`config.mk`:
```
export PLATFORM = sky130hd
export DESIGN_NAME = sram_port_arbiter
export DESIGN_NICKNAME = d
export VERILOG_FILES = /design/src/rtl/sram_port_arbiter.sv
export SDC_FILE = /design/constraint.sdc
export NUM_CORES = 1
export LEC_CHECK = 0
export ABC_AREA = 1
export CORE_AREA = 10 10 182 184
export DETAILED_ROUTE_END_ITERATION = 6
export DIE_AREA = 0 0 192 194
export PLACE_DENSITY = 0.6
export SETUP_SLACK_MARGIN = 0.4
export SLEW_MARGIN = 25
export SYNTH_ARGS = -nofsm -noshare
export SYNTH_HDL_FRONTEND = slang
export SYNTH_SLANG_ARGS = --single-unit
```
`constraint.sdc`:
```
create_clock -name CLK -period 3.4 [get_ports CLK]
set_clock_uncertainty 0.2 [all_clocks]
set_input_delay 0.34 -clock CLK [delete_from_list [all_inputs] [get_ports CLK]]
set_output_delay 0.34 -clock CLK [all_outputs]
set_load 0.05 [all_outputs]
```
`src/rtl/sram_port_arbiter.sv`:
```
// Round-robin read/write arbiter for one shared dual-port SRAM with write-to-read
// forwarding and a zero-fill CLEAR sequence driven through the write port.
module sram_port_arbiter #(
  parameter int NUM_REQ  = 4,
  parameter int BITWIDTH = 32,
  parameter int DEPTH    = 8,
  parameter int ID_W     = $clog2(NUM_REQ)
) (
  input  logic                         CLK,
  input  logic                         RST,
  input  logic [NUM_REQ-1:0]           rd_valid,
  input  logic [NUM_REQ*DEPTH-1:0]     rd_addr,
  output logic [NUM_REQ-1:0]           rd_ready,
  input  logic [NUM_REQ-1:0]           wr_valid,
  input  logic [NUM_REQ*DEPTH-1:0]     wr_addr,
  input  logic [NUM_REQ*BITWIDTH-1:0]  wr_data,
  input  logic [NUM_REQ*BITWIDTH-1:0]  wr_mask,
  output logic [NUM_REQ-1:0]           wr_ready,
  output logic                         rsp_valid,
  output logic [ID_W-1:0]              rsp_id,
  output logic [BITWIDTH-1:0]          rsp_data,
  input  logic                         clr_start,
  output logic                         clr_busy,
  output logic                         clr_done,
  output logic [BITWIDTH-1:0]          sram_d,
  output logic [BITWIDTH-1:0]          sram_bweb,
  output logic                         sram_web,
  output logic [DEPTH-1:0]             sram_aa,
  output logic                         sram_reb,
  output logic [DEPTH-1:0]             sram_ab,
  input  logic [BITWIDTH-1:0]          sram_q,
  output logic                         dbg_state
);

  // Handshake: a request completes in the cycle valid & ready are both high;
  // ready never asserts without valid and responses have no backpressure.
  typedef enum logic {IDLE = 1'b0, CLEAR = 1'b1} state_t;

  state_t              state;
  logic [ID_W-1:0]     rd_ptr, wr_ptr, rd_sel, wr_sel;
  logic                rd_found, wr_found, rd_gnt, wr_gnt, arb_en;
  logic [DEPTH-1:0]    clr_cnt, rd_a, wr_a;
  logic [BITWIDTH-1:0] wr_d, wr_m;
  logic                fwd_hit;
  logic [BITWIDTH-1:0] fwd_data, fwd_mask;

  function automatic logic [ID_W:0] rr_pick(input logic [NUM_REQ-1:0] v,
                                            input logic [ID_W-1:0] ptr);
    logic            found;
    logic [ID_W-1:0] sel, cand;
    found = 1'b0;
    sel   = '0;
    for (int k = 0; k < NUM_REQ; k++) begin
      cand = ID_W'((int'(ptr) + k) % NUM_REQ);
      if (!found && v[cand]) begin
        found = 1'b1;
        sel   = cand;
      end
    end
    return {found, sel};
  endfunction

  function automatic logic [ID_W-1:0] rr_next(input logic [ID_W-1:0] s);
    return (s == ID_W'(NUM_REQ - 1)) ? '0 : s + 1'b1;
  endfunction

  // Grants are suppressed while reset is held so the SRAM sees no strobes.
  assign arb_en = (state == IDLE) && !RST;

  always_comb begin
    {rd_found, rd_sel} = rr_pick(rd_valid, rd_ptr);
    {wr_found, wr_sel} = rr_pick(wr_valid, wr_ptr);
  end

  assign rd_gnt = arb_en && rd_found;
  assign wr_gnt = arb_en && wr_found;

  always_comb begin
    rd_a = '0;
    wr_a = '0;
    wr_d = '0;
    wr_m = '0;
    for (int i = 0; i < NUM_REQ; i++) begin
      rd_ready[i] = rd_gnt && (rd_sel == ID_W'(i));
      wr_ready[i] = wr_gnt && (wr_sel == ID_W'(i));
      if (rd_sel == ID_W'(i)) rd_a = rd_addr[i*DEPTH +: DEPTH];
      if (wr_sel == ID_W'(i)) begin
        wr_a = wr_addr[i*DEPTH +: DEPTH];
        wr_d = wr_data[i*BITWIDTH +: BITWIDTH];
        wr_m = wr_mask[i*BITWIDTH +: BITWIDTH];
      end
    end
  end

  always_comb begin
    sram_web  = wr_gnt;
    sram_aa   = wr_a;
    sram_d    = wr_d;
    sram_bweb = wr_m;
    if (state == CLEAR) begin
      sram_web  = !RST;
      sram_aa   = clr_cnt;
      sram_d    = '0;
      sram_bweb = '1;
    end
  end

  assign sram_reb = rd_gnt;
  assign sram_ab  = rd_a;

  // The SRAM returns pre-write data on a same-address collision; patch it here.
  assign rsp_data  = fwd_hit ? ((fwd_data & fwd_mask) | (sram_q & ~fwd_mask)) : sram_q;
  assign clr_busy  = (state == CLEAR);
  assign dbg_state = (state == CLEAR);

  always_ff @(posedge CLK or posedge RST) begin
    if (RST) begin
      state     <= IDLE;
      rd_ptr    <= '0;
      wr_ptr    <= '0;
      rsp_valid <= 1'b0;
      rsp_id    <= '0;
      clr_done  <= 1'b0;
      clr_cnt   <= '0;
      fwd_hit   <= 1'b0;
      fwd_data  <= '0;
      fwd_mask  <= '0;
    end else begin
      rsp_valid <= rd_gnt;
      fwd_hit   <= rd_gnt && wr_gnt && (rd_a == wr_a);
      fwd_data  <= wr_d;
      fwd_mask  <= wr_m;
      clr_done  <= 1'b0;
      if (rd_gnt) begin
        rsp_id <= rd_sel;
        rd_ptr <= rr_next(rd_sel);
      end
      if (wr_gnt) wr_ptr <= rr_next(wr_sel);
      case (state)
        IDLE: begin
          if (clr_start) begin
            state   <= CLEAR;
            clr_cnt <= '0;
          end
        end
        CLEAR: begin
          clr_cnt <= clr_cnt + 1'b1;
          if (clr_cnt == '1) begin
            state    <= IDLE;
            clr_done <= 1'b1;
          end
        end
        default: state <= IDLE;
      endcase
    end
  end

endmodule

```
==> qor.csv <==
stage;metric;value;unit
setup_path;cp_max_fo;7;
floorplan;chipHeight;194;µm
status;status;finished with violations;
grt;use_met3;6.547;%
yosys;netlist_area;6708;µm²
grt;top_usage_layer;met2;
final_layout;nets;2094;
grt;grt_util_all_layers;23.36;%
setup_path;setup.worst_path.class;register to primary output;
flow_run;drv_cap;0;
routing;vias;10000;
sta;period_share;110.2;%
setup_path;start_kind;register;
yosys;synth_cell_types;35;
floorplan;num_rows;63;
setup_path;cp_cell_sequence;buf_6, buf_4, o21ai_1, o21ai_2, nand2_2, nand2_1, nand2_2, nand3_2, inv_2, ha_4, nor2_8, buf_12, buf_12, buf_16, nand2_2, nand2_1, o21ai_1, o21ai_1, or2_4, buf_8;
yosys;ys_warn_count;0;
final_layout;utilization;57.04;%
pwr;power.switching;0.007909;W
yosys;syn-num-nets;1400;
final_layout;multiInputGateArea;5306;µm²
sta;hold_slack;0.2681;ns
floorplan;initial_core_util;22.81;%
cts;cts_buffers;9;
sta;final_max_slew_viol_count;0;
sta;max_slew.worst_pin.slew;0.6307;ns
yosys;yosysSeqAreaShare;30.59;%
pwr;pwr-share-seq;9.5;%
cts;htreeDepth;3;
setup_path;cp_num_buf_inv;7;
placement;place_congestion;0.9489;
yosys;syn_area_per_cell;6.525;µm²
routing;first_iter_violations;511;
sta;rsz0062_at_grt;true;
routing;drt-total-wl;47050;µm
setup_path;slowest_stage;dfrtp_2;
pwr;pwr-share-clk;5.7;%
floorplan;io_pins;491;
floorplan;dieWidth;192;µm
pwr;powerDensity;1023;nW/µm²
routing;wl_per_cell;22.15;µm
cts;clock_sinks;82;
grt;grt_pass1_vias;10110;
placement;dp_hpwl;35100;µm
yosys;ys_ff_latch;82;
sta;fin_ws;-0.3481;ns
final_layout;area_delta_synth_final;150.0;%
sta;finalHoldViolCount;0;
placement;dp.cells;1973;
floorplan;core;29400;µm²
final_layout;drive_gt1_share;38.27;%
grt;grt_max_degree;64;
setup_path;critPathRequiredTime;2.86;ns
routing;dr.pass1.iters;5;
cts;cts_buffer_depth;2;
routing;drc;0;
grt;grtUsageMet1;26.60;%
placement;io_buffers;490;
cts;clk_latency;0.35;ns
setup_path;endpoint_kind;primary output;
pwr;ir_drop;0.001225;V
final_layout;stdcell_area;16770;µm²
routing;ant_nets;0;
cts;clkTransAtPathRegs;0.07;ns
pwr;leakage;7.579;nW
cts;cts_tree;done;
status;violations;setup timing;
yosys;synthCells;1028;
final_layout;fillers;2553;
floorplan;dieArea;37250;µm²
setup_path;slowest_delay;0.41;ns
pwr;switching_share;46.10;%
grt;grt-ovfl-total;0;
grt;grt_pass1_wl;65580;µm
placement;postPlaceCellArea;14070;µm²
final_layout;stdcell_count;2124;
cts;root_buffer;clkbuf_16;
grt;antenna_found_initial;10;
hold_path;min_path_type;input port to async pin;
setup_path;crit_family;buffers and inverters;
grt;use_met2;41.24;%
sta;fin_crit;3.748;ns
setup_path;critPathArrivalTime;3.21;ns
sta;maxSlewHeadroom;57.96;%
routing;via_per_inst;4.710;
pwr;p_comb_share;84.8;%
sta;fmax;0.2668;GHz
sta;final.setup.tns;-19.26;ns
pwr;internal_power;0.009247;W
sta;finalSetupViolations;74;
final_layout;regArea;2059;µm²
==> cell usage after synthesis <==
cell      number  area [µm²]
inv_4          3       18.77
a21o_1         2       15.01
nand2_1      386        1449
o21ai_2        1       8.760
nand3_1       20       100.1
dfrtp_1       82        2052
clkbuf_1      26       97.59
nand2_2        3       18.77
nand4_1        5       31.28
a21oi_2        2       17.52
inv_2          6       22.52
buf_4         10       75.07
ha_1           9       112.6
nand3_2        3       30.03
or2_1          4       25.02
o21ai_1       10       50.05
a22oi_1       34       255.2
nand2_4        1       11.26
nor2_1        41       153.9
inv_1         78       292.8
o21bai_1       1       7.510
a21oi_1       87       435.4
buf_2         21       105.1
and2_1         1       6.260
buf_1          2       7.510
mux2i_1       32       320.3
a31oi_1        1       6.260
o21ai_0       80       400.4
nor2_2         2       12.51
or2_2         29       181.4
nor2_4         3       33.78
buf_6          5       56.30
a21boi_0       1       7.510
nor2_8         1       20.02
o211ai_1      36       270.3
==> cell type report <==
| cell class | instances | area share, % |
|---|---|---|
| Timing Repair Buffer | 747 | 49.16 |
| Multi-Input combinational cell | 795 | 31.64 |
| Sequential cell | 82 | 12.28 |
| Tap cell | 390 | 2.910 |
| Inverter | 87 | 2.253 |
| Clock buffer | 10 | 1.365 |
| Clock inverter | 6 | 0.2910 |
| Antenna cell | 7 | 0.1044 |
==> power by group through the flow <==
stage                     registers (W)  clock network (W)  logic (W)
final                           0.00163           0.000980     0.0145
after global routing            0.00167            0.00105     0.0155
after CTS                       0.00163            0.00101     0.0129
after detailed placement        0.00166                  0     0.0101
after global placement          0.00165                  0     0.0101
after floorplan                 0.00160                  0    0.00556
==> final timing paths <==
kind	start	to	slack [ns]	depth (start not counted)
min in group CLK	rsp_id[0]	rsp_id[0]	0.31	2
max reg2reg	wr_ptr[0]	fwd_mask[3]	-0.17	24
max in group asynchronous	RST	wr_ptr[0]	2.05	3
min reg2reg	rsp_id[0]	rsp_id[0]	0.31	2
max	wr_ptr[0]	sram_bweb[20]	-0.35	20
min	RST	clr_done	0.27	2
==> through the flow <==
| stage | worst slack (ns) | total power, W |
|---|---|---|
| 3_5_place_dp | -0.5193 | 0.01180 |
| 2_1_floorplan | 0.2622 | 0.007160 |
| 5_1_grt | -0.5709 | 0.01827 |
| 3_3_place_gp | -0.5164 | 0.01171 |
| 6_report | -0.3481 | 0.01716 |
| 4_1_cts | -0.2647 | 0.01558 |
==> cell usage in the layout (no fill, tap or decap), drive strengths merged <==
cell type	netlist	layout
clkinvlp	0	3
clkinv	0	2
o21ai	91	91
a21oi	89	89
nand2	390	390
a21o	2	2
a31oi	1	1
buf	38	360
mux2i	32	32
nand3	23	23
a22oi	34	34
nor2	47	47
ha	9	9
o211ai	36	36
dfrtp	82	82
or2	33	33
clkdlybuf4s50	0	380
inv	87	88
nand4	5	5
diode	0	7
bufbuf	0	2
a21boi	1	1
o21bai	1	1
and2	1	1
clkbuf	26	15
==> sequential cells by signal, summed over array words and instances, names as in the netlist <==
register,cells
rsp_valid,1
clr_busy,1
rsp_id,2
clr_cnt,8
fwd_hit,1
fwd_data,32
wr_ptr,2
clr_done,1
rd_ptr,2
fwd_mask,32
==> routing by layer <==
metal / routed length [µm] / part of all wire, %
met1: 18080 / 38
met4: 1065 / 2.3
met2: 24020 / 51
met3: 3837 / 8.2
met5: 41 / 0.087
==> cells by family after synthesis <==
kind of cell / share of synthesized area [%]
DFF: 30.59
and+or+nand+nor: 30.91
adders and majority gates: 1.679
AOI/OAI and AO/OA: 21.97
buffers and inverters: 10.07
muxes: 4.775
==> repair_timing <==
| item | in CTS | in global routing |
|---|---|---|
| cloned | 9 | 5 |
| hold buffers | 0 | 0 |
| resized for setup | 215 | 134 |
| pin swaps | 86 | 100 |
| buffers inserted | 80 | 34 |
| endpoints found under the setup margin | 137 | 138 |
No activity file was read; power rests on OpenSTA's default activity.
